## config.mk

```make
export PLATFORM = sky130hd
export DESIGN_NAME = xs3_serial_rx
export DESIGN_NICKNAME = d
export VERILOG_FILES = /design/src/rtl/xs3_serial_rx.sv
export SDC_FILE = /design/constraint.sdc
export NUM_CORES = 1
export LEC_CHECK = 0
export CORE_ASPECT_RATIO = 0.5
export CORE_UTILIZATION = 55
export DETAILED_ROUTE_END_ITERATION = 8
export HOLD_SLACK_MARGIN = 0.15
export PLACE_DENSITY = 0.78
export SYNTH_ARGS = -nofsm -noshare
export SYNTH_HDL_FRONTEND = slang
export SYNTH_SLANG_ARGS = --single-unit
```

## constraint.sdc

```tcl
create_clock -name clk -period 4.17 [get_ports clk]
set_input_delay 0.417 -clock clk [delete_from_list [all_inputs] [get_ports clk]]
set_output_delay 0.417 -clock clk [all_outputs]
set_load 0.01 [all_outputs]
```

## src/rtl/xs3_serial_rx.sv

```systemverilog
// Serial Excess-3 receiver: assembles LSB-first nibbles into a DIGITS-wide
// word and hands it, with per-digit invalid-code flags, over valid/ready.
module xs3_serial_rx #(
    parameter int DIGITS = 4
) (
    input  logic                clk,
    input  logic                rst,
    input  logic                frame_start,
    input  logic                bit_valid,
    input  logic                bit_in,
    output logic                bit_ready,
    output logic [4*DIGITS-1:0] code_out,
    output logic [DIGITS-1:0]   code_err,
    output logic                out_valid,
    input  logic                out_ready,
    output logic                frame_abort
);

    localparam int W  = 4 * DIGITS;
    localparam int DW = (DIGITS > 1) ? $clog2(DIGITS) : 1;
    localparam logic [DW-1:0] LAST = DW'(DIGITS - 1);

    typedef enum logic {ASSEMBLE, STALL} state_t;

    state_t          state_q, state_d;
    logic [1:0]      bit_cnt_q, bit_cnt_d;
    logic [DW-1:0]   dig_cnt_q, dig_cnt_d;
    logic [3:0]      nib_q, nib_d;
    logic [W-1:0]    asm_q, asm_d;
    logic [DIGITS-1:0] aerr_q, aerr_d;
    logic [W-1:0]    code_q, code_d;
    logic [DIGITS-1:0] err_q, err_d;
    logic            ov_q, ov_d;
    logic            abort_q, abort_d;

    logic            accept, drain;
    logic [1:0]      bc;
    logic [DW-1:0]   dc;
    logic [3:0]      full;

    assign accept = bit_valid && (state_q == ASSEMBLE);
    assign drain  = ov_q && out_ready;

    always_comb begin
        state_d   = state_q;
        bit_cnt_d = bit_cnt_q;
        dig_cnt_d = dig_cnt_q;
        nib_d     = nib_q;
        asm_d     = asm_q;
        aerr_d    = aerr_q;
        code_d    = code_q;
        err_d     = err_q;
        ov_d      = ov_q;
        abort_d   = 1'b0;
        bc        = bit_cnt_q;
        dc        = dig_cnt_q;
        full      = {bit_in, nib_q[2:0]};

        if (drain) begin
            ov_d = 1'b0;
        end

        if (state_q == STALL) begin
            // Held word replaces the draining one with no bubble.
            if (drain) begin
                code_d  = asm_q;
                err_d   = aerr_q;
                ov_d    = 1'b1;
                state_d = ASSEMBLE;
            end
        end else if (accept) begin
            if (frame_start) begin
                bc      = 2'd0;
                dc      = '0;
                abort_d = (bit_cnt_q != 2'd0) || (dig_cnt_q != '0);
            end
            nib_d[bc] = bit_in;
            bit_cnt_d = bc + 2'd1;
            dig_cnt_d = dc;
            if (bc == 2'd3) begin
                asm_d[W-4-4*int'(dc) +: 4] = full;
                aerr_d[DIGITS-1-int'(dc)]  = (full < 4'h3) || (full > 4'hC);
                if (dc == LAST) begin
                    dig_cnt_d = '0;
                    if (!ov_q || drain) begin
                        code_d = asm_d;
                        err_d  = aerr_d;
                        ov_d   = 1'b1;
                    end else begin
                        state_d = STALL;
                    end
                end else begin
                    dig_cnt_d = dc + DW'(1);
                end
            end
        end
    end

    always_ff @(posedge clk) begin
        if (rst) begin
            state_q   <= ASSEMBLE;
            bit_cnt_q <= 2'd0;
            dig_cnt_q <= '0;
            nib_q     <= 4'd0;
            asm_q     <= '0;
            aerr_q    <= '0;
            code_q    <= '0;
            err_q     <= '0;
            ov_q      <= 1'b0;
            abort_q   <= 1'b0;
        end else begin
            state_q   <= state_d;
            bit_cnt_q <= bit_cnt_d;
            dig_cnt_q <= dig_cnt_d;
            nib_q     <= nib_d;
            asm_q     <= asm_d;
            aerr_q    <= aerr_d;
            code_q    <= code_d;
            err_q     <= err_d;
            ov_q      <= ov_d;
            abort_q   <= abort_d;
        end
    end

    assign bit_ready   = (state_q == ASSEMBLE);
    assign code_out    = code_q;
    assign code_err    = err_q;
    assign out_valid   = ov_q;
    assign frame_abort = abort_q;

endmodule

```

==> summary.md, run 1 <==
| Metric | Value |
|---|---|
| Status | `complete, but fails checks` |
| Failing checks | `DRC` |
| CTS Hold Bufs | `0` |
| Root Driver | `clkbuf_8` |
| Post-Syn Area | `2530 um^2` |
| CP max stage delay | `roughly 0.7 ns` |
| Max Cap Viol | `0` |
| Mean Syn Cell Area | `9.72 um^2` |
| NumNets Final | `292` |
| Endpoint class of the critical path | `register` |
| Synth cell types | `40` |
| Routed len/inst | `18.5 um` |
| FILL cells | `between 300 and 400` |
| Slew margin rel. | `35.3%` |
| Total gr overflow | `0` |
| Pin count of the biggest net entering global routing | `29` |
| Clk sinks | `50` |
| DRC Markers | `4` |
| Iteration count of the initial detailed-routing pass | `7` |
| Commonest non-fill, non-tap cell in the layout | `dfxtp_1` |
| Wire length of the first global-routing pass | `between 9000 and 10000 um` |
| CTS H-tree depth | `2` |
| Hold WC Path Type | `reg2reg` |
| Combinational family with the most area after synthesis | `compound AO/OA/AOI/OAI gates` |
| Crit start category | `input port` |
| Reg area | `1000 um^2` |
| Share of layout cells above drive strength 1 | `under 10%` |
| Area of the multi-input gates | `1380 um^2` |
| Total negative slack | `0 ns` |
| Setup violations, final | `0` |
| Syn nets | `about 280` |
| Final cell count without fillers | `332` |
| Critical path peak fanout | `19` |
| Slowest CP cell | `nor4b_1` |
| CTS Buf Count | `5` |
| Peak Freq | `0.323 GHz` |
| Unrepaired setup endpoints after global routing | `no` |
| Power density over the cells | `287 nW/um^2` |
| Initial Utilization | `61.0%` |
| Later-pin clock latency in the skew report | `0.32 ns` |
| Top_reg_cell synth | `dfxtp_1` |
| Routed Wire Length | `6150 um` |
| Reg clk slew, reported paths | `0.10 ns` |
| Critical path required time | `between 4 and 5 ns` |
| Post-CTS resize count | `0` |
| IO buf count | `28` |
| Post-synth EDFFs | `0` |
| CP arrival | `3.33 ns` |
| DR iter-0 viols | `293` |
| Synth top area share | `39.6%` |
| CTS Buffer Depth | `2` |
| Setup ws final | `1.08 ns` |
| Core Box Area | `4140 um^2` |
| Worst Hold Slack | `0.475 ns` |
| Yosys reg bits | `50` |
| Async SR Flop Fraction | `0%` |
| I/O pins | `29` |
| Final instance area | `2860 um^2` |
| Max VDD drop | `around 0.17 mV` |
| Vias in the first global route | `1921` |
| Clock skew | `0.0140 ns` |
| Post-Synthesis Cells | `260` |
| Slew @ Worst Pin | `about 0.97 ns` |
| Area delta synth->final | `13.1%` |
| Final hold viol count | `0` |
| YS warnings | `0` |
| Area after DPL | `between 2000 and 3000 um^2` |
| Placed Cells | `324` |
| CTS tree | `built` |
| Slew Limit Fails | `0` |
| Post-DP HPWL | `approximately 4400 um` |
| XOR/XNOR Fraction of Synth Area | `0%` |
| Critical path cell sequence | `clkdlybuf4s50_1 > nand2b_1 > inv_1 > ha_1 > nor4b_1 > a32oi_1 > nor2_1` |
| Synth area leaders | `dfxtp_1, a32oi_1, ha_1` |
| Die area | `~4900 um^2` |
| DIE WIDTH | `97.9 um` |
| P_leak | `0.976 nW` |
| Die H | `49.9 um` |
| Post-synth top area cell | `dfxtp_1` |
| Post-synthesis simple-gate area fraction | `21.2%` |
| Final Util | `slightly below 70%` |
| Synth Area in Adders | `4.46%` |
| WS Path Type | `in2reg` |
| DR vias/cell | `6.69` |
| Post-place setup slack | `0.859 ns` |
| Site Rows | `16` |
| RePlAce Congestion | `approximately 0.96` |
| Mux cell area share after synthesis | `1.19%` |
| Total track usage | `26.7%` |
| # diodes | `0` |
| Register area share after synthesis | `39.6%` |
| Antenna violations before repair | `0` |
| Fin crit share | `74.2%` |
| Post-CTS setup buffer count | `0` |
| Final Power | `0.822 mW` |
| Post-route ant nets | `0` |
| Via count | `2222` |
| Tmin final | `3.09 ns` |
| Post-synthesis compound-gate area fraction | `27.5%` |
| Most frequent cells in the layout | `dfxtp_1, a32oi_1, clkdlybuf4s50_1, nor2_1` |
[cells by family (layout without fill, tap and decap cells)]
group,after synthesis,in the layout
and+or+nand+nor,86,86
AOI/OAI and AO/OA,85,85
DFF,50,50
buffers and inverters,27,45
adders and majority gates,9,9
muxes,3,3
[power by group]
| group | leakage (nW) | internal, mW | switching [mW] |
|---|---|---|---|
| Sequential | 0.403 | 0.480 | 0.00277 |
| Clock | 0.0447 | 0.121 | 0.177 |
| Combinational | 0.528 | 0.0144 | 0.0261 |
| Total | 0.976 | 0.616 | 0.206 |
[final timing paths]
check	start	end	slack [ns]	depth (start not counted)
max	frame_start	asm_q[9]	1.08	7
min	code_out[10]	code_out[10]	0.47	2
max reg2reg	dig_cnt_q[0]	code_err[3]	1.46	6
min reg2reg	code_out[10]	code_out[10]	0.47	2
[flip-flops by register name, indices dropped and copies added, names as in the netlist]
| signal | flops |
|---|---|
| nib_q | 3 |
| code_out | 16 |
| frame_abort | 1 |
| code_err | 4 |
| bit_cnt_q | 2 |
| aerr_q | 4 |
| asm_q | 16 |
| out_valid | 1 |
| state_q | 1 |
| dig_cnt_q | 2 |
[layer usage]
metal / global-route usage, % / vias up / wire (um)
met5: 0 / - / 0
met4: 8.08 / 0 / 101
met3: 5.39 / 15 / 660
met2: 38.4 / 115 / 2470
met1: 39.7 / 1051 / 2920
li1: - / 1041 / -
[worst max-delay path, delay by kind of cell]
kind	cells	cell delay (ns)
AOI/OAI and AO/OA	1	0.20
and+or+nand+nor	3	1.38
buffers and inverters	2	0.87
adders and majority gates	1	0.46
[cell type report]
| class | instances | share of cell area [%] |
|---|---|---|
| inverters | 7 | 0.919 |
| repair buffers | 30 | 10.3 |
| well taps | 54 | 2.36 |
| clock buffers | 5 | 2.41 |
| clock inverters | 3 | 0.875 |
| multi-input cells | 183 | 48.1 |
| flip-flops and latches | 50 | 35.0 |
[synthesized netlist by cell type, drive strengths merged (3+ instances only)]
master / count
a211oi: 15
ha: 9
a31oi: 13
o2111ai: 4
and4b: 5
nor2: 23
nand3b: 4
mux2i: 3
nand4b: 4
o21ai: 4
nand2b: 9
dfxtp: 50
buf: 13
nand2: 5
a32oi: 28
nor2b: 10
o32ai: 4
and2b: 3
nor3: 13
o31ai: 4
a21oi: 11
clkbuf: 7
inv: 7
No activity file was read; power rests on OpenSTA's default activity.
==> run 2, diff against run 1 <==
--- a/config.mk
+++ b/config.mk
@@ -6,10 +6,10 @@
 export NUM_CORES = 1
 export LEC_CHECK = 0
 export CORE_ASPECT_RATIO = 0.5
-export CORE_UTILIZATION = 55
+export CORE_UTILIZATION = 50
 export DETAILED_ROUTE_END_ITERATION = 8
 export HOLD_SLACK_MARGIN = 0.15
-export PLACE_DENSITY = 0.78
+export PLACE_DENSITY = 0.75
 export SYNTH_ARGS = -nofsm -noshare
 export SYNTH_HDL_FRONTEND = slang
 export SYNTH_SLANG_ARGS = --single-unit
==> constraint.sdc (replaced) <==
create_clock -name clk -period 2.5 [get_ports clk]
set_input_delay 0.25 -clock clk [delete_from_list [all_inputs] [get_ports clk]]
set_output_delay 0.25 -clock clk [all_outputs]
set_load 0.01 [all_outputs]
==> summary.md, run 2 (synthesis results as in run 1) <==
| Metric | Value |
|---|---|
| Status | `complete, no violations` |
| Commonest non-fill, non-tap cell in the layout | `dfxtp_1` |
| Tmin final | `2.13 ns` |
| Slew margin rel. | `a little under three fifths` |
| Endpoint class of the critical path | `register` |
| Critical path peak fanout | `18` |
| # diodes | `0` |
| Total negative slack | `0 ns` |
| Post-DP HPWL | `4670 um` |
| NumNets Final | `302` |
| Reg clk slew, reported paths | `0.10 ns` |
| Core Box Area | `4620 um^2` |
| DR iter-0 viols | `between 200 and 300` |
| Critical Path Source | `frame_start` |
| Post-route ant nets | `0` |
| Final cell count without fillers | `roughly 350` |
| CTS H-tree depth | `2` |
| Worst Hold Slack | `between 0.4 and 0.5 ns` |
| Area delta synth->final | `16.9%` |
| Die area | `5360 um^2` |
| I/O pins | `29` |
| CP arrival | `2.34 ns` |
| DRC Markers | `0` |
| Worst setup endpoint | `code_out[6]` |
| Via count | `2272` |
| Final hold viol count | `0` |
| CTS tree | `built` |
| Peak Freq | `approximately 0.47 GHz` |
| Root Driver | `clkbuf_8` |
| Antenna violations before repair | `0` |
| IO buf count | `28` |
| Max VDD drop | `approximately 0.21 mV` |
| RePlAce Congestion | `0.932` |
| Hold WC Path Type | `reg2reg` |
| Pin count of the biggest net entering global routing | `36` |
| Fin crit share | `85.1%` |
| Placed Cells | `346` |
| Most frequent cells in the layout | `dfxtp_1, a32oi_1, clkdlybuf4s50_1, nor2_1` |
| Clk sinks | `50` |
| Post-CTS setup buffer count | `0` |
| Final Power | `1.36 mW` |
| Vias in the first global route | `1963` |
| Clock skew | `0.0101 ns` |
| R2R setup slack | `0.46 ns` |
| Reg2reg end | `code_out[6]` |
| Max Cap Viol | `0` |
| CTS Buffer Depth | `2` |
| Die H | `52.3 um` |
| Total gr overflow | `0` |
| WS Path Type | `in2reg` |
| CTS Hold Bufs | `0` |
| Share of layout cells above drive strength 1 | `between 10 and 15%` |
| Later-pin clock latency in the skew report | `around 0.31 ns` |
| Routed Wire Length | `approximately 6500 um` |
| DIE WIDTH | `103 um` |
| Slew Limit Fails | `0` |
| Area after DPL | `2870 um^2` |
| Initial Utilization | `54.8%` |
| Wire length of the first global-routing pass | `10100 um` |
| DR vias/cell | `6.42` |
| Final instance area | `2950 um^2` |
| Worst R2R Path Depth | `7` |
| Post-CTS resize count | `0` |
| Setup violations, final | `0` |
| Crit start category | `input port` |
| Unrepaired setup endpoints after global routing | `no` |
| P_leak | `1.03 nW` |
| FILL cells | `approximately 410` |
| CTS Buf Count | `5` |
| Power density over the cells | `459 nW/um^2` |
| Site Rows | `17` |
| Total track usage | `about a quarter` |
| Slew @ Worst Pin | `between 0.6 and 0.7 ns` |
| Critical path required time | `2.71 ns` |
| Routed len/inst | `18.4 um` |
| Iteration count of the initial detailed-routing pass | `5` |
| Reg2reg start | `dig_cnt_q[0]` |
-- run 2: changes by cell type in the layout (fill, tap and decap cells not counted), sizes merged --
cell and change:
buf +10, clkbuf +1, clkinv +1, clkinvlp -1
inv -1
-- run 2: metrics by stage --
| step | utilization [%] | setup WS (ns) |
|---|---|---|
| final | 64.0 | 0.373 |
| after global routing | 64.0 | 0.269 |
| after CTS | 64.0 | 0.415 |
| after detailed placement | 62.1 | 0.108 |
| after global placement | 62.1 | 0.199 |
| after floorplan | - | 0.714 |
-- run 2: per-layer routing --
metal	track usage [%]	routed length (um)	up-vias
met5	0	0	-
met4	5.00	23	0
met3	6.53	599	4
met2	36.9	2650	100
met1	37.6	3250	1100
li1	-	-	1068
-- run 2: power breakdown --
| group | switching, mW | internal (mW) |
|---|---|---|
| clock network | 0.278 | 0.198 |
| logic | 0.0446 | 0.0294 |
| registers | 0.00451 | 0.801 |
-- run 2: critical path, stage by stage --
cell             delay [ns]
clkdlybuf4s50_1        0.46
buf_4                  0.18
nor2b_1                0.15
ha_1                   0.33
a31o_1                 0.32
buf_4                  0.26
a31oi_1                0.12
a211oi_1               0.26
-- run 2: how the worst min path moves through the flow --
stage / end / depth (start not counted) / startpoint / slack (ns)
after global routing: code_out[10] / 2 / code_out[10] / 0.50
after global placement: code_out[8] / 2 / code_out[8] / 0.45
final: code_out[11] / 2 / code_out[11] / 0.48
after floorplan: nib_q[0] / 2 / bit_in / 0.39
after detailed placement: code_out[11] / 2 / code_out[11] / 0.47
after CTS: code_out[11] / 2 / code_out[11] / 0.48
-- run 2: layout make-up --
type                            instances  area [um^2]  area share, %
Multi-Input combinational cell        183         1380           46.5
Sequential cell                        50         1000           33.9
Timing Repair Buffer                   40          383           13.0
Tap cell                               66         82.6           2.80
Clock buffer                            6         72.6           2.46
Inverter                                7         26.3          0.889
Clock inverter                          2         13.8          0.466
